--- config.mk ---
export PLATFORM = sky130hd
export DESIGN_NAME = pc_gen
export DESIGN_NICKNAME = d
export VERILOG_FILES = /design/src/rtl/pc_gen.sv
export SDC_FILE = /design/constraint.sdc
export NUM_CORES = 1
export LEC_CHECK = 0
export ABC_AREA = 1
export BUFFER_PORTS_ARGS = -buffer_cell sky130_fd_sc_hd__buf_4
export CORE_MARGIN = 2
export CORE_UTILIZATION = 49
export DETAILED_ROUTE_END_ITERATION = 6
export PLACE_DENSITY = 0.75
export SYNTH_ARGS = -nofsm -noshare
export SYNTH_HDL_FRONTEND = slang
export SYNTH_SLANG_ARGS = --single-unit
--- constraint.sdc ---
create_clock -name clk -period 2.7 [get_ports clk]
set_clock_uncertainty 0.1 [all_clocks]
set_input_delay 0.405 -clock clk [delete_from_list [all_inputs] [get_ports clk]]
set_output_delay 0.405 -clock clk [all_outputs]
set_load 0.01 [all_outputs]
--- src/rtl/pc_gen.sv ---
// Fetch-stage program counter: five next-PC sources, stall, exception entry/return, misaligned JR trap.
// Optional return-address stack is built when PC_GEN_RAS_EN is defined.
module pc_gen #(
    parameter int          WIDTH     = 32,
    parameter logic [31:0] RESET_VEC = 32'h0000_3000,
    parameter logic [31:0] EXC_VEC   = 32'h0000_4180,
    parameter int          INC       = 4,
    parameter int          RAS_DEPTH = 4
) (
    input  logic             clk,
    input  logic             rst,
    input  logic             stall,
    input  logic [2:0]       sel,
    input  logic             br_taken,
    input  logic [15:0]      imm16,
    input  logic [25:0]      jidx,
    input  logic [WIDTH-1:0] rs_val,
    input  logic             exc,
    input  logic             eret,
    output logic [WIDTH-1:0] pc,
    output logic [WIDTH-1:0] pc_plus4,
    output logic [WIDTH-1:0] epc,
    output logic [1:0]       exc_cause,
    output logic             in_handler
`ifdef PC_GEN_RAS_EN
    ,
    output logic [WIDTH-1:0] ras_top,
    output logic             ras_empty
`endif
);

    localparam logic [WIDTH-1:0] RST_PC = WIDTH'(RESET_VEC);
    localparam logic [WIDTH-1:0] EXC_PC = WIDTH'(EXC_VEC);
    localparam logic [WIDTH-1:0] INC_W  = WIDTH'(INC);
    localparam logic [WIDTH-1:0] LOW28  = WIDTH'(28'hFFF_FFFF);

    localparam logic [2:0] SEL_BR  = 3'd1;
    localparam logic [2:0] SEL_J   = 3'd2;
    localparam logic [2:0] SEL_JR  = 3'd3;
    localparam logic [2:0] SEL_JAL = 3'd4;

    logic [WIDTH-1:0] pc_q, pc_d, epc_q, epc_d;
    logic [1:0]       cause_q, cause_d;
    logic             inh_q, inh_d;
    logic [WIDTH-1:0] br_off, j_tgt, sel_tgt;
    logic             misalign, exc_take, ret_take, accept;

    always_comb begin
        pc_plus4 = pc_q + INC_W;
        br_off   = {{(WIDTH-18){imm16[15]}}, imm16, 2'b00};
        // J/JAL keep the region bits of the sequential PC above bit 27
        j_tgt    = (pc_plus4 & ~LOW28) | WIDTH'({jidx, 2'b00});
        sel_tgt  = pc_plus4;
        case (sel)
            SEL_BR:          if (br_taken) sel_tgt = pc_plus4 + br_off;
            SEL_J, SEL_JAL:  sel_tgt = j_tgt;
            SEL_JR:          sel_tgt = rs_val;
            default:         sel_tgt = pc_plus4;
        endcase

        misalign = (sel == SEL_JR) && (rs_val[1:0] != 2'b00);
        exc_take = exc && !inh_q;
        ret_take = eret && inh_q;
        accept   = !misalign && !exc_take && !stall && !ret_take;

        pc_d    = pc_q;
        epc_d   = epc_q;
        cause_d = cause_q;
        inh_d   = inh_q;
        if (misalign) begin
            // A nested fault keeps the EPC of the original interrupted instruction
            pc_d    = EXC_PC;
            cause_d = 2'd2;
            inh_d   = 1'b1;
            if (!inh_q) epc_d = pc_q;
        end else if (exc_take) begin
            pc_d    = EXC_PC;
            epc_d   = pc_q;
            cause_d = 2'd1;
            inh_d   = 1'b1;
        end else if (stall) begin
            pc_d = pc_q;
        end else if (ret_take) begin
            pc_d    = epc_q;
            cause_d = 2'd0;
            inh_d   = 1'b0;
        end else begin
            pc_d = sel_tgt;
        end
    end

    always_ff @(posedge clk) begin
        if (rst) begin
            pc_q    <= RST_PC;
            epc_q   <= '0;
            cause_q <= 2'd0;
            inh_q   <= 1'b0;
        end else begin
            pc_q    <= pc_d;
            epc_q   <= epc_d;
            cause_q <= cause_d;
            inh_q   <= inh_d;
        end
    end

    assign pc         = pc_q;
    assign epc        = epc_q;
    assign exc_cause  = cause_q;
    assign in_handler = inh_q;

`ifdef PC_GEN_RAS_EN
    localparam int PW = (RAS_DEPTH > 1) ? $clog2(RAS_DEPTH) : 1;
    localparam int CW = $clog2(RAS_DEPTH + 1);

    logic [WIDTH-1:0] ras_mem_q [RAS_DEPTH];
    logic [WIDTH-1:0] ras_mem_d [RAS_DEPTH];
    logic [PW-1:0]    ras_ptr_q, ras_ptr_d, ras_ptr_inc, ras_ptr_dec;
    logic [CW-1:0]    ras_cnt_q, ras_cnt_d;
    logic             ras_push, ras_pop;

    always_comb begin
        ras_empty   = (ras_cnt_q == '0);
        ras_top     = ras_empty ? '0 : ras_mem_q[ras_ptr_q];
        ras_ptr_inc = (ras_ptr_q == PW'(RAS_DEPTH - 1)) ? '0 : ras_ptr_q + 1'b1;
        ras_ptr_dec = (ras_ptr_q == '0) ? PW'(RAS_DEPTH - 1) : ras_ptr_q - 1'b1;
        ras_push    = accept && !inh_q && (sel == SEL_JAL);
        ras_pop     = accept && !inh_q && (sel == SEL_JR) && (rs_val == ras_top) && !ras_empty;

        ras_mem_d = ras_mem_q;
        ras_ptr_d = ras_ptr_q;
        ras_cnt_d = ras_cnt_q;
        if (ras_push) begin
            // Circular: when full the new entry overwrites the oldest
            ras_ptr_d            = ras_ptr_inc;
            ras_mem_d[ras_ptr_inc] = pc_plus4;
            if (ras_cnt_q != CW'(RAS_DEPTH)) ras_cnt_d = ras_cnt_q + 1'b1;
        end else if (ras_pop) begin
            ras_ptr_d = ras_ptr_dec;
            ras_cnt_d = ras_cnt_q - 1'b1;
        end
    end

    always_ff @(posedge clk) begin
        if (rst) begin
            for (int i = 0; i < RAS_DEPTH; i++) ras_mem_q[i] <= '0;
            ras_ptr_q <= '0;
            ras_cnt_q <= '0;
        end else begin
            ras_mem_q <= ras_mem_d;
            ras_ptr_q <= ras_ptr_d;
            ras_cnt_q <= ras_cnt_d;
        end
    end
`endif

endmodule

==> out/summary.txt, run 1 <==
H-tree level count - 3
Congestion Overflow GR - 150
Die span in x - 120.2 um
Die Y - 120.2 um
Ys Warns - 0
Stop Error - [ERROR GRT-0232] Routing congestion too high. Check the congestion heatmap in the GUI.
Status - aborted with a tool error
Post-synth top area cell - dfxtp_1
Synthesis-stage register bit count - 67
Main area contributors after synthesis - dfxtp_1 20%, nand2_1 17%, inv_1 8.1%
CTS buffer count - 9
Halt Stage - 5_1_grt
Place WS - -0.7461 ns
Worst ep type - sequential cell input
HPWL after DPL - 23.41 mm
Buffers on Ports - 181
Syn Area/Cell - 5.985 um^2
Asr flop ratio synth - 0%
Post-synth net total - 1,223
Clk root buf - clkbuf_16
Number of synthesized flops with an enable pin - 0
Top-Level Pins - 182
Worst-path endpoint after global-route repair_timing - pc[30]$_SDFFE_PP0N_/D
Initial Utilization - 50.14%
Main synth FF type - dfxtp_1
Hold_buf cts - 0
CTS sink count - 67
Routability cong. - 1.011
Sequential share of the synthesized area - 20.28%
Synth top area share - 20.28%
Total GRT Usage - 81.57%
Largest net degree at the start of global routing - 57
Max Root-Sink Buffers - 2
Post-Syn Area - 6614 um^2
# rows - 42
Cells after Synth - 1,105
Netlist cell types - 51
[timing repair]
| item | 4_1_cts |
|---|---|
| pin swaps | 107 |
| endpoints found under the hold margin | 0 |
| buffers inserted | 33 |
| resized for setup | 295 |
| endpoints found under the setup margin | 26 |
[synthesized netlist by cell type (2+ instances only)]
master,count
nand2_1,306
inv_1,143
nor2_1,94
a21oi_1,87
o21ai_0,85
dfxtp_1,67
nand3_1,56
ha_1,34
nor3_1,21
xor2_1,18
clkbuf_1,15
nand2_2,15
buf_2,13
nand4_1,13
o21bai_1,12
inv_2,11
o21ai_1,11
a221oi_1,10
nor2_4,10
a22o_1,9
o211ai_1,8
xnor2_1,8
or2_2,7
a31oi_1,4
buf_4,4
nor2_2,4
a211oi_1,3
nand3_2,3
nand3b_1,3
nor3_2,3
a41oi_1,2
clkinv_1,2
nand2_4,2
nor4_1,2
o2111ai_1,2
o22ai_1,2
or2_1,2
[cell families after synthesis]
family / Yosys count / synth area share (%)
xor gates and xnor gates: 26 / 3.443
DFF: 67 / 20.28
buffers and inverters: 191 / 11.80
AOI/OAI and AO/OA: 239 / 20.70
adders and majority gates: 35 / 6.735
and+or+nand+nor: 547 / 37.04
[metal layers]
metal | overflow | GRT usage, %
met2 | 97 | 98.83
met3 | 3 | 65.00
met1 | 1 | 79.47
met4 | 49 | 88.46
met5 | 0 | 23.90
[per-stage QoR]
stage / instance area, um^2 / util (%) / std cells
3_3_place_gp: 9828 / 74.51 / 1656
4_1_cts: 11640 / 88.22 / 1702
3_5_place_dp: 9828 / 74.51 / 1656
2_1_floorplan: 6705 / - / 1105
==> run 2: changes to the inputs <==
--- a/config.mk
+++ b/config.mk
@@ -8,9 +8,9 @@
 export ABC_AREA = 1
 export BUFFER_PORTS_ARGS = -buffer_cell sky130_fd_sc_hd__buf_4
 export CORE_MARGIN = 2
-export CORE_UTILIZATION = 49
+export CORE_UTILIZATION = 40
 export DETAILED_ROUTE_END_ITERATION = 6
-export PLACE_DENSITY = 0.75
+export PLACE_DENSITY_LB_ADDON = 0.15
 export SYNTH_ARGS = -nofsm -noshare
 export SYNTH_HDL_FRONTEND = slang
 export SYNTH_SLANG_ARGS = --single-unit
==> constraint.sdc (replaced) <==
create_clock -name clk -period 3.5 [get_ports clk]
set_clock_uncertainty 0.1 [all_clocks]
set_input_delay 0.525 -clock clk [delete_from_list [all_inputs] [get_ports clk]]
set_output_delay 0.525 -clock clk [all_outputs]
set_load 0.01 [all_outputs]
==> out/summary.txt, run 2 <==
Synth top cells by count - 306 x nand2_1, 143 x inv_1, 94 x nor2_1
R2r endpoint - pc[23]
Routed length per instance - 18.73 um
Hold Vio Cnt, Final - 0
Clk root buf - clkbuf_16
Via count - 8,443
Pins Over Slew Limit - 0
# rows - 47
Hold crit path type - reg2reg
Max rail drop VDD - 0.3705 mV
Switching Share - 35.55%
Routability cong. - 0.9896
Origin of the worst setup path - pc[3]
Final antenna diode count - 0
Total GRT Usage - 32.66%
Ratio of cells with drive above 1 in the final layout - 32.21%
Main area contributors after synthesis - dfxtp_1 20%, nand2_1 17%, inv_1 8.1%
Synth top area share - 20.28%
Post-layout min period - 3.365 ns
Worst setup margin - 0.1347 ns
Max Root-Sink Buffers - 2
Power Density - 337.2 nW/um^2
Final core utilization - 58.71%
Combinational power share - 38.3%
P_leak - 4.800 nW
Fmax - 297.1 MHz
Seq pwr share - 27.7%
Vias in the first global route - 7,806
Endpoints failing setup - 0
Top-Level Pins - 182
Buffers on Ports - 181
HPWL after DPL - 23.93 mm
Internal power - 2.086 mW
Die Y - 132.6 um
Status - complete, no violations
Slew margin rel. - 23.78%
Synthesis-stage register bit count - 67
DRC viols - 0
Placed cell count - 1,568
Setup TNS Final - 0 ns
CTS tree - yes
Initial Utilization - 40.46%
End point of the critical path - pc[23]
Initial antenna violation count - 0
Most common cell after layout, fill and taps aside - nand2_1
H-tree level count - 3
Pre-antenna DRT Iters - 5
Netlist cell types - 51
Type of the worst setup path - reg2reg
Worst path arrival time - 3.49 ns
Crit start category - register
CTS buffer count - 9
Max-Cap Viols - 0
Clock-pin slew on the worst setup and hold paths - 0.06 ns
Cells after Synth - 1,105
Max reg flops - 32
Final nets - 1,482
Worst Max-Slew Pin Slew - 1.141 ns
Largest net degree at the start of global routing - 57
Die span in x - 132.6 um
Reg2reg path depth - 20
RR Startpoint - pc[3]
Clk Latency, worst-skew pair - 0.34 ns
Die area - 17,580 um^2
Net Switching - 1.150 mW
Crit. End Element - register
Multi-input logic area - 4906 um^2
Core region area - 16,350 um^2
Place WS - -0.04594 ns
Post-synth top area cell - dfxtp_1
Reg area - 1346 um^2
WP data required - 3.62 ns
Syn Area/Cell - 5.985 um^2
PnR Total Power - 3.236 mW
Sequential share of the synthesized area - 20.28%
Clk pwr share - 34.0%
R2R Setup Slk - 0.13 ns
ANT nets after route - 0
Post-Syn Area - 6614 um^2
Ys Warns - 0
Vias per cell - 5.313
Number of synthesized flops with an enable pin - 0
Most frequent cells in the layout - 295 x nand2_1, 283 x buf_4, 139 x inv_1, 81 x o21ai_0, 79 x nor2_1
Fin crit share - 96.15%
Hold_buf cts - 0
Max FO, Critical Path - 6
Post-synth net total - 1,223
Asr flop ratio synth - 0%
Total Wirelength - 29.76 mm
Global-route wire length before repair - 44.37 mm
Post-Layout Cell Count - 1,589
CTS sink count - 67
FILL cells - 1,697
Most frequent cell after synthesis - nand2_1
Congestion Overflow GR - 0
1st-iter DRT viols - 700
Layout area overhead - 45.12%
Main synth FF type - dfxtp_1
run 2: cell counts after synthesis:
No cell type changed its count.
run 2: timing repair:
| item | CTS | global route |
|---|---|---|
| gates cloned | 0 | 0 |
| setup endpoints to repair | 3 | 20 |
| gates resized for setup | 3 | 89 |
| endpoints found under the hold margin | 0 | 0 |
| pin swaps | 0 | 14 |
| buffers inserted | 0 | 5 |
run 2: worst max-delay path, stage by stage (launching register included):
cell	delay [ns]
dfxtp_1	0.33
buf_4	0.15
nand2_2	0.10
nor2_8	0.21
inv_1	0.09
nor2_1	0.18
xor2_1	0.22
inv_1	0.15
ha_4	0.32
nand2_1	0.10
nor2_2	0.14
inv_1	0.08
nor2_1	0.09
nand2_1	0.10
buf_4	0.15
a21oi_2	0.17
o21ai_0	0.10
nand2_1	0.07
o21bai_1	0.08
a21oi_1	0.21
nor2_1	0.08
run 2: kinds of logic after synthesis:
kind of cell	count (synthesis)	synth area share (%)
buf+inv	191	11.80
fa+ha+maj	35	6.735
flops	67	20.28
compound gates	239	20.70
xor+xnor	26	3.443
simple gates	547	37.04
run 2: worst min-delay path by stage:
stage             start  endpoint  slack (ns)  cells after the start
2_1_floorplan  register    epc[0]        0.40                      2
4_1_cts          epc[1]  register        0.40                      2
5_1_grt          epc[1]  register        0.43                      2
3_3_place_gp     epc[1]  register        0.39                      2
3_5_place_dp     epc[1]  register        0.39                      2
6_report         epc[1]  register        0.40                      2
run 2: final cells by class:
class	instances	area share, %
multi-input combinational	847	51.11
timing repair buffer	283	22.14
inverter	156	6.101
sequential	67	14.03
clock inverter	5	1.121
tap	220	2.868
clock buffer	11	2.633
run 2: stage by stage:
| step | hold slack, ns | cell area [um^2] |
|---|---|---|
| after floorplan | 0.4046 | 6614 |
| after global placement | 0.3896 | 8788 |
| after detailed placement | 0.3904 | 8788 |
| after CTS | 0.3994 | 9163 |
| after global routing | 0.4316 | 9598 |
| final | 0.4017 | 9598 |
run 2: power by group through the flow:
stage               clock network (mW)  registers, mW  logic, mW
floorplan                            0          0.926      0.576
global placement                     0          0.907       1.15
detailed placement                   0          0.907       1.15
CTS                               1.11          0.892       1.16
global route                      1.14          0.903       1.34
finish                            1.10          0.895       1.24
run 2: layer usage:
| metal | global-route usage, % | wire length (um) | up-vias |
|---|---|---|---|
| met5 | 0 | 0 | - |
| met4 | 10.10 | 739 | 0 |
| met3 | 4.866 | 2295 | 38 |
| met2 | 51.38 | 13320 | 361 |
| met1 | 46.06 | 13400 | 3925 |
| li1 | - | - | 4119 |
No activity file was read; power rests on OpenSTA's default activity.
